**src/rtl/tlc_pkg.sv**
```systemverilog
// Shared definitions for the traffic-light request conditioner.
// Holds next_req encodings, request slot indices and parameter defaults.
package tlc_pkg;

    localparam int DEF_DEB_CYCLES = 4;
    localparam int DEF_AGE_W      = 6;
    localparam int DEF_MAX_WAIT   = 30;

    localparam int NUM_REQ = 3;

    // Slot order doubles as tie-break order (lowest slot wins).
    localparam int SL_T34 = 0;
    localparam int SL_P5  = 1;
    localparam int SL_P6  = 2;

    typedef enum logic [1:0] {
        NR_NONE = 2'd0,
        NR_T34  = 2'd1,
        NR_P5   = 2'd2,
        NR_P6   = 2'd3
    } next_req_e;

    function automatic next_req_e slot_code(input int slot);
        case (slot)
            SL_T34:  return NR_T34;
            SL_P5:   return NR_P5;
            default: return NR_P6;
        endcase
    endfunction

endpackage

```
**src/rtl/tlc_debounce.sv**
```systemverilog
// Two-flop synchroniser, debounce counter and press (0->1) pulse.
// Ports: clk, reset (async high), raw (async in), press (1-cycle pulse).
module tlc_debounce #(
    parameter int DEB_CYCLES = 4
) (
    input  logic clk,
    input  logic reset,
    input  logic raw,
    output logic press
);

    localparam int CW = $clog2(DEB_CYCLES);
    localparam logic [CW-1:0] CNT_LAST = CW'(DEB_CYCLES - 1);

    logic          sync1;
    logic          sync2;
    logic          stable;
    logic          stable_prev;
    logic [CW-1:0] cnt;

    always_ff @(posedge clk or posedge reset) begin
        if (reset) begin
            sync1       <= 1'b0;
            sync2       <= 1'b0;
            stable      <= 1'b0;
            stable_prev <= 1'b0;
            cnt         <= '0;
        end else begin
            sync1       <= raw;
            sync2       <= sync1;
            stable_prev <= stable;
            if (sync2 == stable) begin
                cnt <= '0;
            end else if (cnt == CNT_LAST) begin
                // DEB_CYCLES consecutive differing samples: accept.
                stable <= ~stable;
                cnt    <= '0;
            end else begin
                cnt <= cnt + CW'(1);
            end
        end
    end

    assign press = stable & ~stable_prev;

endmodule

```
**src/rtl/tlc_request_conditioner.sv**
```systemverilog
// Conditions raw pedestrian/detector inputs into sticky, aged requests.
// Ports: clk, reset (async high), btn5_raw/btn6_raw/det34_raw (async),
//   tick, clr5/clr6/clr34 in; req5/req6/req34, req_any, urgent,
//   next_req[1:0] (0 none, 1 T34, 2 crossing 5, 3 crossing 6) out.
module tlc_request_conditioner
    import tlc_pkg::*;
#(
    parameter int DEB_CYCLES = DEF_DEB_CYCLES,
    parameter int AGE_W      = DEF_AGE_W,
    parameter int MAX_WAIT   = DEF_MAX_WAIT
) (
    input  logic       clk,
    input  logic       reset,
    input  logic       btn5_raw,
    input  logic       btn6_raw,
    input  logic       det34_raw,
    input  logic       tick,
    input  logic       clr5,
    input  logic       clr6,
    input  logic       clr34,
    output logic       req5,
    output logic       req6,
    output logic       req34,
    output logic       req_any,
    output logic       urgent,
    output logic [1:0] next_req
);

    localparam logic [AGE_W-1:0] AGE_SAT  = '1;
    localparam logic [AGE_W-1:0] WAIT_LIM = AGE_W'(MAX_WAIT);

    logic [NUM_REQ-1:0] raw_in;
    logic [NUM_REQ-1:0] clr_in;
    logic [NUM_REQ-1:0] press;
    logic [NUM_REQ-1:0] req_q;
    logic [AGE_W-1:0]   age_q [NUM_REQ];

    logic [AGE_W-1:0]   best_age;
    logic               found;
    next_req_e          nr_d;
    logic               urgent_d;

    assign raw_in[SL_T34] = det34_raw;
    assign raw_in[SL_P5]  = btn5_raw;
    assign raw_in[SL_P6]  = btn6_raw;
    assign clr_in[SL_T34] = clr34;
    assign clr_in[SL_P5]  = clr5;
    assign clr_in[SL_P6]  = clr6;

    for (genvar g = 0; g < NUM_REQ; g++) begin : g_deb
        tlc_debounce #(
            .DEB_CYCLES(DEB_CYCLES)
        ) u_deb (
            .clk  (clk),
            .reset(reset),
            .raw  (raw_in[g]),
            .press(press[g])
        );
    end

    // Clear beats set: a press landing with the clear is already served.
    always_ff @(posedge clk or posedge reset) begin
        if (reset) begin
            req_q <= '0;
            for (int i = 0; i < NUM_REQ; i++) begin
                age_q[i] <= '0;
            end
        end else begin
            for (int i = 0; i < NUM_REQ; i++) begin
                if (clr_in[i]) begin
                    req_q[i] <= 1'b0;
                    age_q[i] <= '0;
                end else if (req_q[i]) begin
                    if (tick && age_q[i] != AGE_SAT) begin
                        age_q[i] <= age_q[i] + AGE_W'(1);
                    end
                end else if (press[i]) begin
                    req_q[i] <= 1'b1;
                    age_q[i] <= '0;
                end
            end
        end
    end

    // Strict '>' keeps the earlier slot on ties.
    always_comb begin
        best_age = '0;
        found    = 1'b0;
        nr_d     = NR_NONE;
        urgent_d = 1'b0;
        for (int i = 0; i < NUM_REQ; i++) begin
            if (req_q[i] && (!found || age_q[i] > best_age)) begin
                found    = 1'b1;
                best_age = age_q[i];
                nr_d     = slot_code(i);
            end
            if (req_q[i] && age_q[i] >= WAIT_LIM) begin
                urgent_d = 1'b1;
            end
        end
    end

    always_ff @(posedge clk or posedge reset) begin
        if (reset) begin
            req_any  <= 1'b0;
            urgent   <= 1'b0;
            next_req <= NR_NONE;
        end else begin
            req_any  <= |req_q;
            urgent   <= urgent_d;
            next_req <= nr_d;
        end
    end

    assign req5  = req_q[SL_P5];
    assign req6  = req_q[SL_P6];
    assign req34 = req_q[SL_T34];

endmodule

```
**config.mk**
```make
export PLATFORM = sky130hd
export DESIGN_NAME = tlc_request_conditioner
export DESIGN_NICKNAME = d
export VERILOG_FILES = /design/src/rtl/tlc_pkg.sv /design/src/rtl/tlc_debounce.sv /design/src/rtl/tlc_request_conditioner.sv
export SDC_FILE = /design/constraint.sdc
export NUM_CORES = 1
export LEC_CHECK = 0
export BUFFER_PORTS_ARGS = -buffer_cell sky130_fd_sc_hd__buf_2
export CORE_MARGIN = 2
export CORE_UTILIZATION = 50
export DETAILED_ROUTE_END_ITERATION = 8
export PLACE_DENSITY = 0.7
export SLEW_MARGIN = 20
export SYNTH_ARGS = -nofsm -noshare
export SYNTH_HDL_FRONTEND = slang
export SYNTH_HIERARCHICAL = 1
export SYNTH_SLANG_ARGS = --single-unit
```
**constraint.sdc**
```tcl
create_clock -name clk -period 3.2 [get_ports clk]
set_clock_uncertainty 0.2 [all_clocks]
set_input_delay 0.32 -clock clk [delete_from_list [all_inputs] [get_ports clk]]
set_output_delay 0.32 -clock clk [all_outputs]
set_load 0.01 [all_outputs]
```
# Word level (Yosys, flattened, before mapping)
# Index checks and enable logic that the tools add are counted.
dict set report word_totals {
  reg_bits 43
  in_bits 9
  elab_cells 116
}
dict set report classes {
  n_addsub 6
  order_cmp 5
  n_eq_ne 12
  muxes 37
  bitwise_logic 12
  n_reduce_logical 22
}
# cell count
set op_table {}
lappend op_table {{two-way mux 6 bit} 14}
lappend op_table {{adder 6 x 1 -> 6 bit, second input constant} 3}
lappend op_table {{greater-or-equal comparator 6 x 5 -> 1 bit, second input constant} 3}
lappend op_table {{!= test 6 bit, second input constant} 3}
lappend op_table {{two-way mux 2 bit} 8}
lappend op_table {{two-way mux 1 bit} 15}
lappend op_table {{greater-than comparator 6 bit} 2}
lappend op_table {{AND reduction 2 bit} 6}
lappend op_table {{!= test 3 x 2 -> 1 bit, second input constant} 3}
lappend op_table {{NOT 1 bit} 9}
lappend op_table {{nonzero test 3 bit} 3}
lappend op_table {{logical AND 1 bit} 8}
lappend op_table {{adder 2 x 1 -> 2 bit, second input constant} 3}
lappend op_table {{equality test 2 bit, second input constant} 3}
lappend op_table {{AND 1 bit} 3}
lappend op_table {{equality test 1 bit} 3}
lappend op_table {{OR reduction 3 bit} 1}
lappend op_table {{zero test 1 bit} 2}
lappend op_table {{logical OR 1 bit} 2}

# Logic depth before layout (Yosys ltp)
# Gate-level depths: netlist of the first run.
dict set report depth {
  depth_word 9
  depth_mapped 13
  mapped_depth_nobuf 12
}

# Hierarchy
# The synthesis of the first run kept the hierarchy.
# module n_inst cells_per_inst area_each_um2 seq_area_each_um2
set modules_own_cells {}
lappend modules_own_cells {tlc_request_conditioner 1 196 1836.8 625.6}
lappend modules_own_cells {tlc_debounce 3 13 209.0 150.1}

# Worst setup path after synthesis of the first run
# Ideal clock, no wire load.
dict set report synth_timing {
  path_kind {register -> register}
  start {register req_q[0]}
  end {register next_req[1]}
  setup_time_ns 0.124
  t_arrival_ns 2.976
  required_time_ns 2.876
  path_slack_ns -0.100
  path_stages_with_launch 14
  cell_sequence {dfrtp_1 -> buf_6 -> clkbuf_1 -> nand2_1 -> ha_1 -> nand4_1 -> o21bai_4 -> a31oi_4 -> mux2_4 -> ha_1 -> nand4_1 -> o31ai_1 -> a31oi_1 -> or2_1}
}
dict set report synth_via {
  elab_chain_cells 9
  elab_cells_between_ends 14
}
# item line
set synth_rtl {}
lappend synth_rtl {{from (decl)} tlc_request_conditioner.sv:35} ;# logic [NUM_REQ-1:0] req_q;
lappend synth_rtl {{from (signal assigned)} tlc_request_conditioner.sv:64} ;# req_q <= '0;
lappend synth_rtl {{from (signal, indexed assignment)} tlc_request_conditioner.sv:71} ;# req_q[i] <= 1'b0;
lappend synth_rtl {{from (signal, indexed assignment)} tlc_request_conditioner.sv:78} ;# req_q[i] <= 1'b1;
lappend synth_rtl {{two-way mux 6 bit / two-way mux 1 bit (equally long branches)} tlc_request_conditioner.sv:92} ;# if (req_q[i] && (!found || age_q[i] > best_age)) begin
lappend synth_rtl {{greater-than comparator 6 bit / zero test 1 bit (equally long branches)} tlc_request_conditioner.sv:92}
lappend synth_rtl {{logical OR 1 bit} tlc_request_conditioner.sv:92}
lappend synth_rtl {{logical AND 1 bit} tlc_request_conditioner.sv:92}
lappend synth_rtl {{two-way mux 6 bit / two-way mux 1 bit (equally long branches)} tlc_request_conditioner.sv:92}
lappend synth_rtl {{greater-than comparator 6 bit / zero test 1 bit (equally long branches)} tlc_request_conditioner.sv:92}
lappend synth_rtl {{logical OR 1 bit} tlc_request_conditioner.sv:92}
lappend synth_rtl {{logical AND 1 bit} tlc_request_conditioner.sv:92}
lappend synth_rtl {{two-way mux 2 bit *} tlc_request_conditioner.sv:92}
lappend synth_rtl {{net nr_d[1]} tlc_request_conditioner.sv:40} ;# next_req_e nr_d;
lappend synth_rtl {{to (signal assigned)} tlc_request_conditioner.sv:111} ;# next_req <= nr_d;
lappend synth_rtl {{to (decl)} tlc_request_conditioner.sv:26} ;# output logic [1:0] next_req
# Mark *: on every way through the listed nets, which the timed path passes. The rest lies on a longest branch.
# A chain may end at the register's enable or synchronous reset.

# Worst setup path after layout of the first run
# Same ends and word-level chain as after synthesis.

==> parameters.txt, run 1 <==
Parameter                              Value

Placed design
  Number of buffers inserted by port buffering ... 15
  DPL Wire Length ... 3.58 mm
  Cell area after placement ... between 2000 and 3000 um^2
  GPL Wtd Cong ... approximately 0.89
  Pre-CTS setup slack ... -0.0341 ns
  Number of instances in the placed design ... 325

GRT
  Global routing's busiest layer ... met1
  Wire length of the first global-routing pass ... slightly above 8 mm
  GRT Residual Overflow ... 0
  Maximum number of pins on one net before global-route repair ... 26
  Met1 track demand over resource in global routing ... 0.288
  Vias in the first global route ... around 1,800
  Global-route met2 utilization ... 0.281
  Number of antenna violations at the first check in global routing ... 0
  Met3 usage in global routing ... 0.0610
  Overall track demand over capacity in global routing ... 0.198

STA
  Fin Hold WS ... between 0.01 and 0.015 ns
  Actual slew at the worst max-slew pin ... 0.940 ns
  Maximum clock frequency ... 0.323 GHz
  Number of hold violations in the final report ... 0
  Tmin final ... between 3 and 4 ns
  Final cycle utilization of the critical path ... 0.969
  Final setup violating endpoints ... 0
  Worst path setup slack after routing ... about 0.1 ns
  Total negative slack ... 0 ns
  Relative slew slack ... 0.369
  Number of pins with negative max-slew slack in the final report ... 0

Pwr
  Switching part of the total power ... 0.325
  Share of total power in the clock network ... 0.243
  Worst VDD drop ... between 300 and 400 uV
  Static Leakage ... roughly 1.4 nW
  Net switching power figure ... 0.549 mW
  Proportion of power drawn by combinational gates ... 0.322
  Power per standard cell area ... 577 nW/um^2
  Internal power consumption ... around 1.1 mW
  Post-route total power ... 1.69 mW
  Flop pwr share ... 0.435

Critical path
  Required time of the critical path ... 3.19 ns
  Setup slack of the worst register-to-register path ... 0.10 ns
  Capturing element type of the critical path ... register
  Total buffers and inverters traversed by the critical path ... 1
  Critical Path Slowest Stage Cell ... sky130_fd_sc_hd__dfrtp_2
  Crit path arrival time ... 3.09 ns
  Capture point of the worst reg-to-reg path ... next_req[1]$_DFF_PP0_
  Crit-path max cell delay ... roughly 0.43 ns
  Kind of cell with the highest combined delay on the critical path ... compound AO/OA/AOI/OAI gates
  Register-to-Register Path Depth ... 12
  Kind of critical path ... reg2reg
  Maximum net fanout on the critical path ... 7
  Sort of element at the start of the critical path ... register
  Capture point of the critical path ... next_req[1]$_DFF_PP0_
  Startpoint of the lowest-slack register-to-register path ... req_q[0]$_DFF_PP0_
  Critical path depth ... 12
  Startpoint of the most critical setup path ... req_q[0]$_DFF_PP0_
  Series of cell instances along the critical path ... nand2_1 -> ha_1 -> nand4_1 -> o21bai_4 -> a31oi_4 -> buf_6 -> mux2_4 -> ha_1 -> nand2_1 -> o31ai_1 -> a31oi_1 -> or2_1

Detailed routing
  Routed wire length ... just over 5 mm
  Pre-Repair DR Iteration Count ... 5
  Remaining number of nets flagged by the antenna check after routing ... 0
  Total number of vias ... 1,934
  Average wire per cell in the routed design ... 14.7 um
  Post-detailed-route via-to-cell ratio ... 5.65
  Residual DRC ... 0
  Iteration-0 DRC count of the detailed router ... 135

Yosys
  Net count of the mapped netlist ... about 270
  Main synth FF type ... sky130_fd_sc_hd__dfrtp_1
  Register bit count reported by yosys ... 43
  Ys async rst share ... 1.00
  Number of different library cells in the post-synthesis netlist ... 58
  Top area cells in the synthesized netlist ... sky130_fd_sc_hd__dfrtp_1 44%, sky130_fd_sc_hd__ha_1 11%, sky130_fd_sc_hd__nand2_1 3.0%
  Top-area cell type share of the netlist area ... 0.437
  Post-synth EDFFs ... 0
  Proportion of synthesized chip area in sequential cells ... 0.437
  Netlist Area Pre-Place ... 2460 um^2
  Post-synth top area cell ... sky130_fd_sc_hd__dfrtp_1
  Total of warnings raised by yosys ... 6
  Post-synthesis cell count ... 235
  Average instance area after synthesis ... 10.5 um^2

Floorplan
  Initial standard-cell utilization of the core ... 0.522
  Die Wd ... 74.2 um
  Die Y-Extent ... 74.2 um
  I/O pin count ... 16
  Standard-cell rows ... 25
  Placeable core region ... 4720 um^2
  Die Outline Area ... 5500 um^2

Layout
  Count of nets after finishing ... 305
  Final standard cell area without fillers ... approximately 3000 um^2
  Final antenna diode count ... 0
  Layout overhead on the synthesized area ... 18.7%
  Share of cells above drive strength 1 ... 0.244
  Final cell count without fillers ... between 300 and 400
  Core Util, Final ... 0.619

Min path
  Cells on Worst Hold Path ... 2
  Startpoint of the tightest hold check path ... clr5
  Hold crit path type ... in2reg

Clock network
  Post-CTS clock slew at the launch and capture registers of the worst setup and hold paths ... 0.08 ns
  Maximum level of the CTS H-tree ... 2
  Inserted Clock Buffers ... 5
  TritonCTS clock tree ... built
  Root buffer cell ... sky130_fd_sc_hd__clkbuf_8
  Total number of clock tree sinks ... 43
  Clock network latency to the later pin of the worst-skew pair ... 0.30 ns
  Number of buffers between clock root and the deepest sink ... 2

Run
  Number of max-cap violations ... 0

Run status
  Outcome ... finished clean
sequential cells by signal, indices dropped and copies added (netlist names):
| name | cells |
|---|---|
| req_q | 3 |
| g_deb.u_deb/sync2 | 3 |
| urgent | 1 |
| g_deb.u_deb/stable | 3 |
| req_any | 1 |
| g_deb.u_deb/cnt | 6 |
| g_deb.u_deb/sync1 | 3 |
| next_req | 2 |
| g_deb.u_deb/stable_prev | 3 |
| age_q | 18 |
timing repair:
action                     in CTS  in global routing
setup buffers                   0                  6
setup endpoints to repair       2                  2
gates resized for setup         1                 10
hold endpoints to repair       21                  0
cloned                          0                  0
hold buffers                    4                  0
pin swaps                       0                  2
area by class of cell:
class,count,area [um^2]
Sequential cell,43,1080
Clock buffer,5,68.8
Fill cell,379,1800
Timing Repair Buffer,38,259
Inverter,17,63.8
Clock inverter,2,37.5
Multi-Input combinational cell,170,1330
Tap cell,67,83.8
cell usage in the layout (no fill, tap or decap), types with 3 or more instances in the layout:
master and n:
sky130_fd_sc_hd__nor3_2 3, sky130_fd_sc_hd__nor2_1 13, sky130_fd_sc_hd__buf_4 17, sky130_fd_sc_hd__dfrtp_1 42
sky130_fd_sc_hd__clkbuf_8 5, sky130_fd_sc_hd__a31oi_1 4, sky130_fd_sc_hd__buf_2 16, sky130_fd_sc_hd__o21ai_0 7
sky130_fd_sc_hd__mux2i_1 6, sky130_fd_sc_hd__ha_1 19, sky130_fd_sc_hd__nand2_1 18, sky130_fd_sc_hd__xnor2_1 3
sky130_fd_sc_hd__nor2b_1 8, sky130_fd_sc_hd__nor3_1 7, sky130_fd_sc_hd__a21oi_1 6, sky130_fd_sc_hd__mux2_4 4
sky130_fd_sc_hd__nand3_1 9, sky130_fd_sc_hd__inv_1 15, sky130_fd_sc_hd__a21o_1 4, sky130_fd_sc_hd__and3_1 5
sky130_fd_sc_hd__dlygate4sd3_1 4, sky130_fd_sc_hd__nand4_1 3, sky130_fd_sc_hd__mux2_1 3
worst min-delay path by stage:
stage / endpoint / slack, ns
6_report: req_q[1]$_DFF_PP0_ / 0.01
2_1_floorplan: g_deb[0].u_deb/cnt[0]$_DFF_PP0_ / -0.09
4_1_cts: req_q[1]$_DFF_PP0_ / 0.008
5_1_grt: req_q[1]$_DFF_PP0_ / 0.006
3_5_place_dp: g_deb[1].u_deb/stable_prev$_DFF_PP0_ / 0.08
3_3_place_gp: g_deb[1].u_deb/stable_prev$_DFF_PP0_ / 0.07
routing by layer:
metal / vias up / wire (um)
met3: 10 / 305
li1: 926 / -
met4: 0 / 87
met5: - / 0
met1: 925 / 2450
met2: 73 / 2180
synthesized netlist by cell type, types with 3 or more instances:
master                    instances
sky130_fd_sc_hd__nand4_1          3
sky130_fd_sc_hd__nor2b_1          9
sky130_fd_sc_hd__a31oi_1          4
sky130_fd_sc_hd__a21o_1           4
sky130_fd_sc_hd__nor3_1           7
sky130_fd_sc_hd__mux2_1           3
sky130_fd_sc_hd__inv_1           16
sky130_fd_sc_hd__dfrtp_1         43
sky130_fd_sc_hd__nor2_1          14
sky130_fd_sc_hd__mux2i_1          6
sky130_fd_sc_hd__mux2_4           4
sky130_fd_sc_hd__nand2_1         20
sky130_fd_sc_hd__o21ai_0          8
sky130_fd_sc_hd__ha_1            21
sky130_fd_sc_hd__nor3_2           3
sky130_fd_sc_hd__and3_1           5
sky130_fd_sc_hd__xnor2_1          3
sky130_fd_sc_hd__nand3_1          9
sky130_fd_sc_hd__a21oi_1          6
worst register-to-register path: stages, from the launching register on:
cell	delay, ns
sky130_fd_sc_hd__dfrtp_2	0.43
sky130_fd_sc_hd__nand2_1	0.09
sky130_fd_sc_hd__ha_1	0.30
sky130_fd_sc_hd__nand4_1	0.13
sky130_fd_sc_hd__o21bai_4	0.20
sky130_fd_sc_hd__a31oi_4	0.32
sky130_fd_sc_hd__buf_6	0.15
sky130_fd_sc_hd__mux2_4	0.29
sky130_fd_sc_hd__ha_1	0.27
sky130_fd_sc_hd__nand2_1	0.06
sky130_fd_sc_hd__o31ai_1	0.25
sky130_fd_sc_hd__a31oi_1	0.08
sky130_fd_sc_hd__or2_1	0.21
power by group through the flow:
stage,Combinational [mW],Clock (mW),Sequential (mW)
CTS,0.496,0.420,0.738
detailed placement,0.488,0,0.748
global route,0.604,0.450,0.749
global placement,0.480,0,0.741
floorplan,0.352,0,0.742
finish,0.543,0.409,0.735
kinds of logic (layout without fill, tap and decap cells):
logic type	Yosys count	after routing	share of synthesized area
and+or+nand+nor	82	82	0.178
AOI/OAI and AO/OA	50	50	0.163
DFF	43	43	0.437
buffers and inverters	22	62	0.0381
adders and majority gates	21	21	0.107
muxes	14	14	0.0670
xor gates and xnor gates	3	3	0.0107
Note: power is estimated with default switching activity, not from simulation.
==> run 2: changes to the inputs <==
Settings changed: CORE_UTILIZATION 50 to 60, PLACE_DENSITY 0.7 to 0.79.
Clock period 3.2 ns to 3.68 ns, I/O delays scaled along.
==> run 2 against run 1 <==
Against the previous run: utilization rose by 6.2 points; first-iteration DRC count rose by 16%; global-route usage rose by 3.5 points; cell count fell by 9.9%; critical path type unchanged; largest cell class unchanged.
==> parameters.txt, run 2 (synthesized netlist as in run 1, its figures left out) <==
Parameter                              Value

Critical path
  Total buffers and inverters traversed by the critical path ... 0 (-1)
  Sort of element at the start of the critical path ... register
  Crit-path max cell delay ... 0.64 ns (+0.21 ns)
  Critical path depth ... 11 (-1)
  Critical Path Slowest Stage Cell ... sky130_fd_sc_hd__dfrtp_1
  Startpoint of the most critical setup path ... req_q[0]$_DFF_PP0_
  Kind of critical path ... reg2reg
  Crit path arrival time ... 3.36 ns (+0.27 ns)
  Maximum net fanout on the critical path ... 16 (+9)
  Kind of cell with the highest combined delay on the critical path ... compound AO/OA/AOI/OAI gates
  Capture point of the worst reg-to-reg path ... next_req[1]$_DFF_PP0_
  Register-to-Register Path Depth ... 11 (-1)
  Setup slack of the worst register-to-register path ... 0.30 ns (+0.20 ns)
  Startpoint of the lowest-slack register-to-register path ... req_q[0]$_DFF_PP0_
  Required time of the critical path ... 3.66 ns (+0.47 ns)
  Series of cell instances along the critical path ... nand2_1 -> ha_1 -> nand4_1 -> o21bai_4 -> a31oi_4 -> mux2_4 -> ha_1 -> nand4_1 -> o31ai_1 -> a31oi_1 -> or2_1
  Capture point of the critical path ... next_req[1]$_DFF_PP0_
  Capturing element type of the critical path ... register

Floorplan
  Die Outline Area ... 4630 um^2 (-16%)
  Die Wd ... 68.1 um (-8.2%)
  I/O pin count ... 16 (unchanged)
  Standard-cell rows ... 23 (-8.0%)
  Initial standard-cell utilization of the core ... 0.620 (+0.0988)
  Die Y-Extent ... 68.1 um (-8.2%)
  Placeable core region ... 3970 um^2 (-16%)

Run status
  Outcome ... finished clean

STA
  RSZ-0062 raised after global routing ... no
  Total negative slack ... 0 ns (unchanged)
  Final cycle utilization of the critical path ... 0.919 (-0.0501)
  Final setup violating endpoints ... 0 (unchanged)
  Relative slew slack ... 0.349 (-0.0209)
  Tmin final ... 3.38 ns (+0.281 ns)
  Actual slew at the worst max-slew pin ... 0.976 ns (+0.0361 ns)
  Maximum clock frequency ... 0.296 GHz (-8.3%)
  Number of pins with negative max-slew slack in the final report ... 0 (unchanged)
  Number of hold violations in the final report ... 0 (unchanged)

GRT
  Maximum number of pins on one net before global-route repair ... 26 (unchanged)
  Met3 usage in global routing ... 0.0559 (-0.00505)
  Met1 track demand over resource in global routing ... 0.316 (+0.0271)
  Number of antenna violations at the first check in global routing ... 0 (unchanged)
  Overall track demand over capacity in global routing ... 0.233 (+0.0349)
  GRT Residual Overflow ... 0 (unchanged)
  Global routing's busiest layer ... met2
  Vias in the first global route ... 1,720 (-2.1%)
  Wire length of the first global-routing pass ... 7.90 mm (-4.2%)
  Global-route met2 utilization ... 0.370 (+0.0894)

Layout
  Most frequent cells in the layout ... 43 x sky130_fd_sc_hd__dfrtp_1, 21 x sky130_fd_sc_hd__ha_1, 20 x sky130_fd_sc_hd__nand2_1
  Max FFs per register ... 18 (unchanged)
  Count of nets after finishing ... 287 (-5.9%)
  Filler cell count in the final layout ... 313 (-17%)
  Most common cell after layout, fill and taps aside ... sky130_fd_sc_hd__dfrtp_1
  Top Registers ... age_q: 18 flops, g_deb.u_deb/cnt: 6 flops
  Top register by number of flip-flops ... age_q
  Layout overhead on the synthesized area ... 9.75%
  Final antenna diode count ... 0 (unchanged)
  Core Util, Final ... 0.681 (+0.0618)
  Final cell count without fillers ... 308 (-9.9%)
  Share of cells above drive strength 1 ... 0.163 (-0.0808)

Pwr
  Power per standard cell area ... 497 nW/um^2 (-14%)
  Static Leakage ... 1.28 nW (-8.2%)
  Worst VDD drop ... 364 uV (-2.4%)

Clock network
  Post-CTS clock slew at the launch and capture registers of the worst setup and hold paths ... 0.08 ns (about the same)
  TritonCTS clock tree ... built
  Total number of clock tree sinks ... 43 (unchanged)
  Root buffer cell ... sky130_fd_sc_hd__clkbuf_8
  Maximum level of the CTS H-tree ... 2 (unchanged)
  Number of buffers between clock root and the deepest sink ... 2 (unchanged)
  Clock network latency to the later pin of the worst-skew pair ... 0.29 ns (about the same)
  Number of gates resized after CTS ... 0 (-1)
  Inserted Clock Buffers ... 5 (unchanged)
  Setup Buffers After CTS ... 0 (unchanged)

Placed design
  GPL Wtd Cong ... 0.948 (+6.9%)
  DPL Wire Length ... 3.48 mm (-2.8%)
  Number of buffers inserted by port buffering ... 15 (unchanged)
  Number of instances in the placed design ... 296 (-8.9%)

Detailed routing
  Residual DRC ... 0 (unchanged)
  Iteration-0 DRC count of the detailed router ... 156 (+16%)
  Remaining number of nets flagged by the antenna check after routing ... 0 (unchanged)
  Average wire per cell in the routed design ... 15.0 um (+2.2%)
  Total number of vias ... 1,817 (-6.0%)
  Routed wire length ... 4.63 mm (-8.0%)
  Post-detailed-route via-to-cell ratio ... 5.90 (+4.3%)
  Pre-Repair DR Iteration Count ... 4 (-1)

Run
  Number of max-cap violations ... 0 (unchanged)

Min path
  Hold crit path type ... in2reg
run 2: stage by stage:
stage	area, um^2	hold WS, ns	total power, mW	setup WS [ns]
3_5_place_dp	2580	0.131	1.06	0.331
4_1_cts	2700	0.0474	1.36	0.316
3_3_place_gp	2580	0.119	1.04	0.441
6_report	2700	0.0570	1.34	0.299
2_1_floorplan	2460	-0.0410	0.950	0.380
5_1_grt	2700	0.0609	1.44	0.0221
run 2: layout make-up:
type,instances,area (um^2),share of cell area
well taps,50,62.6,0.0231
repair buffers,20,123,0.0453
flip-flops and latches,43,1080,0.398
inverters,17,63.8,0.0236
multi-input cells,170,1290,0.478
clock buffers,6,72.6,0.0268
clock inverters,2,12.5,0.00463
run 2: power breakdown:
part	switching (mW)	internal, mW	total (mW)
Combinational	0.216	0.180	0.396
Clock	0.160	0.133	0.292
Sequential	0.0889	0.568	0.657
Total	0.464	0.880	1.34
run 2: worst reg2reg max path: stages (launching register included):
cell and delay [ns]:
sky130_fd_sc_hd__dfrtp_1 0.64, sky130_fd_sc_hd__nand2_1 0.17, sky130_fd_sc_hd__ha_1 0.36, sky130_fd_sc_hd__nand4_1 0.12, sky130_fd_sc_hd__o21bai_4 0.20, sky130_fd_sc_hd__a31oi_4 0.31, sky130_fd_sc_hd__mux2_4 0.33, sky130_fd_sc_hd__ha_1 0.29
sky130_fd_sc_hd__nand4_1 0.10, sky130_fd_sc_hd__o31ai_1 0.25, sky130_fd_sc_hd__a31oi_1 0.07, sky130_fd_sc_hd__or2_1 0.22
run 2: timing repair:
action | in CTS | in global routing
hold buffers | 4 | 0
endpoints found under the hold margin | 21 | 0
setup endpoints to repair | 0 | 0
run 2: worst min path at each step:
stage	startpoint	end	slack (ns)	depth (start not counted)
2_1_floorplan	reset	g_deb[0].u_deb/cnt[0]$_DFF_PP0_	-0.04	1
3_5_place_dp	reset	g_deb[0].u_deb/sync2$_DFF_PP0_	0.13	2
3_3_place_gp	reset	g_deb[1].u_deb/stable_prev$_DFF_PP0_	0.12	2
5_1_grt	clr5	req_q[1]$_DFF_PP0_	0.06	2
4_1_cts	clr5	req_q[1]$_DFF_PP0_	0.05	2
6_report	clr5	req_q[1]$_DFF_PP0_	0.06	2
run 2: routing by layer:
layer  up-vias  share of wire
met1       864           0.47
li1        901              -
met3         5          0.044
met2        47           0.47
met5         -              0
met4         0          0.012
